## src/rtl/cubic_avg.sv

```systemverilog
// cubic_avg: block averager for the cubic evaluator's output stream.
// Each group of 2^LOG2N signed fix<10,6> samples becomes one result: the mean,
// rounded half toward +inf, together with the minimum and maximum of the group.
// Both the input and the output use a valid/ready handshake. While a result is
// waiting downstream, only the sample that would complete the next block is
// stalled; earlier samples of that block are still accepted.
module cubic_avg #(
    parameter int LOG2N = 2
) (
    input  logic              clk,
    input  logic              rst,
    input  logic              in_valid,
    output logic              in_ready,
    input  logic signed [9:0] in_data,
    output logic              out_valid,
    input  logic              out_ready,
    output logic signed [9:0] out_data,
    output logic signed [9:0] out_min,
    output logic signed [9:0] out_max
);

    // The accumulator holds at most N-1 samples, so 10+LOG2N bits never overflow.
    // The rounding sum uses one extra bit of headroom so that adding the
    // half-LSB constant to a full-scale block cannot wrap.
    localparam int AW = 10 + LOG2N;

    localparam logic [LOG2N-1:0]   CNT_LAST = '1;
    localparam logic [LOG2N-1:0]   CNT_ONE  = LOG2N'(1);
    localparam logic signed [AW:0] HALF     = (AW+1)'(1 << (LOG2N-1));
    localparam logic signed [9:0]  MIN_INIT = 10'sh1FF;
    localparam logic signed [9:0]  MAX_INIT = 10'sh200;

    logic signed [AW-1:0] acc;
    logic [LOG2N-1:0]     cnt;
    logic signed [9:0]    run_min;
    logic signed [9:0]    run_max;

    logic                 last;
    logic                 accept;
    logic                 complete;
    logic signed [AW:0]   sum_ext;
    logic signed [AW:0]   rounded;
    logic signed [9:0]    mean;
    logic signed [9:0]    next_min;
    logic signed [9:0]    next_max;

    // Handshake qualification, the running sum including the current sample,
    // and the rounded mean of a completed block.
    always_comb begin
        last     = (cnt == CNT_LAST);
        // A pending result blocks only the block-completing sample. A same-cycle
        // out_ready frees the slot, so consume and reload happen on one edge.
        in_ready = !rst && !(out_valid && !out_ready && last);
        accept   = in_valid && in_ready;
        complete = accept && last;
        sum_ext  = (AW+1)'(acc) + (AW+1)'(in_data);
        rounded  = sum_ext + HALF;
        // An arithmetic shift floors the result, so adding half an LSB first
        // rounds half toward +inf. The mean of 10-bit samples always fits in
        // 10 bits, so truncation here is exact.
        mean     = 10'(rounded >>> LOG2N);
        next_min = (in_data < run_min) ? in_data : run_min;
        next_max = (in_data > run_max) ? in_data : run_max;
    end

    // Running block state: sum, sample count, and extremes. All of it returns
    // to the empty-block values when a block completes.
    always_ff @(posedge clk) begin
        if (rst) begin
            acc     <= '0;
            cnt     <= '0;
            run_min <= MIN_INIT;
            run_max <= MAX_INIT;
        end else if (accept) begin
            if (last) begin
                acc     <= '0;
                cnt     <= '0;
                run_min <= MIN_INIT;
                run_max <= MAX_INIT;
            end else begin
                acc     <= sum_ext[AW-1:0];
                cnt     <= cnt + CNT_ONE;
                run_min <= next_min;
                run_max <= next_max;
            end
        end
    end

    // Result registers: load when a block completes, and hold while downstream stalls.
    always_ff @(posedge clk) begin
        if (rst) begin
            out_data <= '0;
            out_min  <= '0;
            out_max  <= '0;
        end else if (complete) begin
            out_data <= mean;
            out_min  <= next_min;
            out_max  <= next_max;
        end
    end

    // out_valid is set when a block completes, even when the previous result
    // is consumed on the same edge. Otherwise it clears when the result is consumed.
    always_ff @(posedge clk) begin
        if (rst) begin
            out_valid <= 1'b0;
        end else if (complete) begin
            out_valid <= 1'b1;
        end else if (out_ready) begin
            out_valid <= 1'b0;
        end
    end

endmodule

```

## config.mk

```make
export PLATFORM = sky130hd
export DESIGN_NAME = cubic_avg
export DESIGN_NICKNAME = d
export VERILOG_FILES = /design/src/rtl/cubic_avg.sv
export SDC_FILE = /design/constraint.sdc
export NUM_CORES = 1
export LEC_CHECK = 0
export BUFFER_PORTS_ARGS = -buffer_cell sky130_fd_sc_hd__buf_4
export CORE_MARGIN = 2
export CORE_UTILIZATION = 55
export DETAILED_ROUTE_END_ITERATION = 12
export GPL_TIMING_DRIVEN = 0
export PLACE_DENSITY = 0.76
export REMOVE_ABC_BUFFERS = 1
export SLEW_MARGIN = 20
export SYNTH_ARGS = -nofsm -noshare
export SYNTH_HDL_FRONTEND = slang
export SYNTH_SLANG_ARGS = --single-unit
```

## constraint.sdc

```tcl
create_clock -name clk -period 2.9 [get_ports clk]
set_input_delay 0.29 -clock clk [delete_from_list [all_inputs] [get_ports clk]]
set_output_delay 0.29 -clock clk [all_outputs]
set_load 0.02 [all_outputs]
```

==> results of run 1 <==
## cells in the mapped netlist (3+ instances only)
cell,count
a211oi_1,30
o22a_1,10
nand3b_1,3
ha_1,32
mux2i_1,20
nor2b_1,3
a21o_1,5
nand2_1,16
nand3_1,10
nor2_1,45
dfxtp_1,65
clkbuf_1,14
o21ai_0,6
a31oi_1,3
nand2b_1,5
nand4_1,6
o21ai_1,3
xor2_1,5
a22o_1,18
xnor2_1,10
a21oi_1,16
inv_1,31
## registers in the layout, indices dropped and copies added, names as in the netlist
signal     cells
cnt            2
out_valid      1
run_max       10
run_min       10
acc           12
out_min       10
out_data      10
out_max       10
## metrics by stage
stage | hold WS, ns | util, % | cells | area (µm²) | power, W
global route | 0.243 | 67.1 | 523 | 4280 | 0.00280
CTS | 0.230 | 66.6 | 521 | 4250 | 0.00263
floorplan | 0.359 | - | 382 | 3580 | 0.00165
global placement | 0.438 | 62.9 | 504 | 4010 | 0.00182
detailed placement | 0.456 | 63.3 | 505 | 4050 | 0.00185
finish | 0.240 | 67.1 | 523 | 4280 | 0.00264
## metal layers
layer	vias to the layer above	GRT usage (%)	part of all wire [%]
met5	-	0	0
met4	0	9.24	2.0
met3	14	3.95	4.3
met2	59	39.0	48
met1	1425	31.1	45
li1	1546	-	-
## how the worst max path moves through the flow
stage,to,depth (start not counted)
2_1_floorplan,out_data[9]$_SDFFE_PP0P_,6
3_3_place_gp,run_min[1]$_SDFFE_PP1P_,8
3_5_place_dp,run_min[4]$_SDFFE_PP1P_,8
4_1_cts,run_max[8]$_SDFFE_PP0P_,7
5_1_grt,out_data[9]$_SDFFE_PP0P_,10
6_report,out_data[9]$_SDFFE_PP0P_,10
## kinds of logic after synthesis
family / after synthesis / synth area share [%]
compound gates: 116 / 25.0
flops: 65 / 35.5
simple gates: 102 / 13.5
fa+ha+maj: 33 / 11.5
mux: 20 / 5.47
buf+inv: 49 / 5.40
xor+xnor: 15 / 3.59
## layout make-up
class / count / area (µm²) / share of cell area (%)
multi-input cells: 286 / 2200 / 51.4
flip-flops and latches: 65 / 1300 / 30.4
repair buffers: 48 / 373 / 8.71
clock buffers: 11 / 141 / 3.30
inverters: 31 / 116 / 2.72
well taps: 77 / 96.3 / 2.25
clock inverters: 5 / 55.1 / 1.29
## power groups by stage
stage	Clock, W	Sequential (W)	Combinational, W
detailed placement	0	0.00102	0.000824
floorplan	0	0.00101	0.000635
CTS	0.000792	0.00100	0.000839
global route	0.000829	0.00101	0.000959
finish	0.000778	0.00100	0.000863
global placement	0	0.00102	0.000802
## timing repair
| action | in CTS | in global routing |
|---|---|---|
| setup buffers | 0 | 2 |
| gates cloned | 0 | 0 |
| pin swaps | 0 | 2 |
| resized for setup | 1 | 4 |
| hold endpoints to repair | 0 | 0 |
| setup endpoints to repair | 1 | 20 |
==> impl_metrics.yaml, run 1 <==
worst_setup_path:
  cp_slowest_stage_delay_ns: 0.49
  reg2reg_to: "out_data[9]$_SDFFE_PP0P_"
  cp-startpoint: "acc[0]$_SDFFE_PP0P_"
  slowest_stage: "or4_1"
  worstPathRequired_ns: 3.19
  crit_arrival_ns: 3.00
  ff2ff_path_depth: 10
  worstPathMaxFanout: 4
  worstSetupStartpointType: "flop"
  cp_num_buf_inv: 1
  critical-path-top-delay-family: "simple AND/OR/NAND/NOR gates"
  cp-end-kind: "flop"
  rrSetupSlack_ns: 0.19
  worstSetupPathType: "flop to flop"
  crit_path_frequent_cell: "nand3_1"
  worst_r2r_startpoint: "acc[0]$_SDFFE_PP0P_"
  cp_cell_sequence: "ha_1, inv_1, fa_1, nand2b_1, a21oi_1, xnor2_1, and3_2, nand3_1, or4_1, nand3_1"
floorplanning:
  row_count: 29
  die_area_um2: 7320
  die_w_um: 85.6
  core_area_um2: 6390
  die_h_um: 85.6
  ioPinCount: 46
  start_util_pct: 57.3
detailed_routing:
  drc: 0
  wire_per_inst_um: 15.5
  dr.pass1.iters: 4
  avgViaCountPerCell: 5.82
  wirelength_um: 8100
  drt_iter0_drc: 165
  vias: 3044
  drtAntennaViolNets: 0
pwr:
  power.switching_w: 0.000899
  internal_power_w: 0.00175
  power_density_nw_per_um2: 617
  pwr-share-clk_pct: 29.4
  leakage_nw: 1.87
  p_seq_share_pct: 37.9
  p_comb_share_pct: 32.6
  ir_drop_mv: 0.401
  netSwitchingFraction_pct: 34.0
logic_synthesis:
  ys_seq_area_share_pct: 35.5
  synth_area_um2: 3660
  syn_area_per_cell_um2: 9.15
  synth_seq_cells: 65
  synth_flop_cell: "dfxtp_1"
  synth_top_cell_by_area: "dfxtp_1"
  yosys-top-cells-area: "dfxtp_1, ha_1, a211oi_1"
  yosysWarningCount: 0
  synth_top_area_share_pct: 35.5
  yosysUniqueCellTypes: 59
  netlist_instances: 400
  synthArstFlopShare_pct: 0
  synth_edf_count: 0
cts:
  cts-hold-fix-buffers: 0
  clkTransAtPathRegs_ns: 0.08
  cts.sinks: 65
  htreeDepth: 3
  cts_tree: "done"
  clock_path_buffers: 2
  numCtsBuffers: 9
  clock_latency_ns: 0.35
  cts_root_buf: "clkbuf_8"
finish:
  drive_gt1_share_pct: 18.2
  syn2layout_area_growth_pct: 17.0
  n_fill_cell: 546
  nets: 488
  final_common_cell: "dfxtp_1"
  final_cell_mix: "dfxtp_1, buf_4, nor2_1"
  diodes: 0
run_status:
  status: "finished clean"
sta:
  finalMaxSlewViolations: 0
  finClkSkew_ns: 0.0110
  fin_crit_sh_pct: 93.5
  setup_viol: 0
  report.final.hold_viol_count: 0
  maxSlewHeadroom_pct: 30.0
  rsz0062_at_grt: "true"
  fin_crit_ns: 2.71
  tightest_slew_ns: 1.05
  fmax_mhz: 369
  worst_slack_ns: 0.189
  tns_ns: 0
flow_run:
  cap_violations: 0
placed_design:
  dp_hpwl_um: 5780
  post-place-ws_ns: -0.0845
  portBuffers: 45
  place.gp.congestion: 0.856
global_route:
  antenna_found_initial: 0
  grt_pass1_vias: 2877
  overflow: 0
  grt_pass1_wl_um: 13800
  grtUsageTotal_pct: 23.7
  grt_max_degree: 40
hold_path:
  hold_path_class: "input pin to flop"
  hold_end: "run_max[5]$_SDFFE_PP0P_"
  min_from: "in_data[5]"
  hold_depth: 2
Note: power is estimated with default switching activity, not from simulation.
==> inputs of run 2 (changes only) <==
- BUFFER_PORTS_ARGS: -buffer_cell sky130_fd_sc_hd__buf_4 -> -buffer_cell sky130_fd_sc_hd__buf_2
- clock period: 2.9 -> 3.1 ns (I/O delays scaled with it)
==> run 2 against run 1 <==
  * Maximum frequency decreased by 4.2%
  * Core utilization decreased by 2.4 points
  * Global-route usage about the same
  * Register-to-register slack improved by 0.08 ns
  * First-iteration DRC count decreased by 31%
  * Critical path type unchanged
  * Largest power group unchanged
==> impl_metrics.yaml, run 2 (same netlist as run 1, synthesis figures left out) <==
finish:
  diodes: 0
  multiInputGateArea_um2: 2180
  n_fill_cell: 523
  fin_cells: 521
  largest_reg_flops: 12
  nets: 486
  regArea_um2: 1300
  final_cell_mix: "dfxtp_1, nor2_1, buf_2"
  syn2layout_area_growth_pct: 12.8
  fin_util_pct: 64.7
  stdcell_area_um2: 4130
  top_register: "acc"
  drive_gt1_share_pct: 16.9
  final_common_cell: "dfxtp_1"
cts:
  cts_tree: "done"
  clock_path_buffers: 2
  htreeDepth: 3
  cts_root_buf: "clkbuf_8"
  clock_latency_ns: 0.34
  clkTransAtPathRegs_ns: 0.07
  numCtsBuffers: 9
  cts.sinks: 65
  cts_setup_buffers: 0
detailed_routing:
  dr.pass1.iters: 4
  drtAntennaViolNets: 0
  drt_iter0_drc: 114
  wire_per_inst_um: 15.4
  wirelength_um: 8010
  drc: 0
  avgViaCountPerCell: 5.91
  vias: 3080
worst_setup_path:
  worstPathRequired_ns: 3.39
  slowest_stage: "or4_1"
  cp_slowest_stage_delay_ns: 0.50
  crit_path_frequent_cell: "nand3_1"
  cp-end-kind: "flop"
  worstSetupPathType: "flop to flop"
  worstSetupStartpointType: "flop"
  cp-startpoint: "acc[0]$_SDFFE_PP0P_"
  worst_r2r_startpoint: "acc[0]$_SDFFE_PP0P_"
  crit_arrival_ns: 3.12
  cp_cell_sequence: "ha_1, inv_1, fa_1, nand2b_1, a211oi_2, o21bai_1, a21oi_2, nand3_1, or4_1, nand3_1"
  worstPathMaxFanout: 6
placed_design:
  place.gp.congestion: 0.875
  portBuffers: 45
  place_area_um2: 3930
  placed_cells: 505
  dp_hpwl_um: 5840
run_status:
  status: "finished clean"
global_route:
  grt_pass1_vias: 2913
  overflow: 0
  grtUsageTotal_pct: 23.7
  antenna_found_initial: 0
  grt_pass1_wl_um: 13700
  grt_max_degree: 40
sta:
  tightest_slew_ns: 1.04
  fmax_mhz: 353
  finalMaxSlewViolations: 0
  rsz0062_at_grt: "false"
  fin_crit_sh_pct: 91.3
  maxSlewHeadroom_pct: 30.6
  tns_ns: 0
  report.final.hold_viol_count: 0
  fin_crit_ns: 2.83
  setup_viol: 0
  whs_ns: 0.292
  finClkSkew_ns: 0.00650
pwr:
  power.switching_w: 0.000811
  ir_drop_mv: 0.380
  p_seq_share_pct: 38.7
  internal_power_w: 0.00162
  power_density_nw_per_um2: 588
  pwr-share-clk_pct: 29.1
  p_comb_share_pct: 32.2
  leakage_nw: 1.85
  netSwitchingFraction_pct: 33.4
flow_run:
  cap_violations: 0
floorplanning:
  ioPinCount: 46
  start_util_pct: 57.3
  row_count: 29
  die_area_um2: 7320
  die_h_um: 85.6
  die_w_um: 85.6
  core_area_um2: 6390
hold_path:
  min_from: "out_ready"
  hold_path_class: "input pin to flop"
==> run 2: cell types whose count changed in the layout (fill, tap and decap cells not counted), sizes merged <==
cell,change
buf,-2
clkbuf,+2
clkinvlp,-2
==> run 2: routing by layer <==
metal	GRT usage, %	vias to the layer above	part of all wire (%)
met2	39.3	65	48
met1	29.8	1458	45
met4	10.1	0	2.1
met5	0	-	0
li1	-	1541	-
met3	4.91	16	4.2
==> run 2: final timing paths <==
check,slack [ns],endpoint,depth (start not counted)
setup / recovery,0.27,out_data[9]$_SDFFE_PP0P_,10
hold / removal,0.29,out_valid$_SDFFE_PP0P_,4
setup reg to reg,0.27,out_data[9]$_SDFFE_PP0P_,10
hold reg to reg,0.47,out_data[0]$_SDFFE_PP0P_,2
==> run 2: cell type report <==
class | instances | share of cell area (%)
Clock buffer | 13 | 3.60
Sequential cell | 65 | 31.5
Clock inverter | 3 | 0.969
Tap cell | 77 | 2.33
Multi-Input combinational cell | 286 | 52.8
Timing Repair Buffer | 46 | 5.94
Inverter | 31 | 2.82
==> run 2: power groups by stage <==
stage / Clock (W) / Combinational (W) / Sequential [W]
2_1_floorplan: 0 / 0.000594 / 0.000949
3_3_place_gp: 0 / 0.000745 / 0.000953
3_5_place_dp: 0 / 0.000764 / 0.000955
4_1_cts: 0.000721 / 0.000772 / 0.000937
5_1_grt: 0.000752 / 0.000872 / 0.000945
6_report: 0.000707 / 0.000781 / 0.000938
==> run 2: timing repair <==
action,4_1_cts,5_1_grt
hold buffers,0,0
gates resized for setup,0,1
setup endpoints to repair,0,9
endpoints found under the hold margin,0,0
==> run 2: per-stage QoR <==
stage / total power [W] / setup slack (ns)
floorplan: 0.00154 / 0.143
global placement: 0.00170 / -0.445
detailed placement: 0.00172 / 0.0429
CTS: 0.00243 / 0.155
global route: 0.00257 / 0.0709
finish: 0.00243 / 0.270
==> run 2: worst max-delay path: cells and delay by family (launching register included) <==
family,cells,cell delay (ns)
AND/OR/NAND/NOR,4,0.93
AO/OA/AOI/OAI,3,0.80
adder cells (fa/ha/maj),2,0.63
flip-flops,1,0.34
buffers and inverters,1,0.07
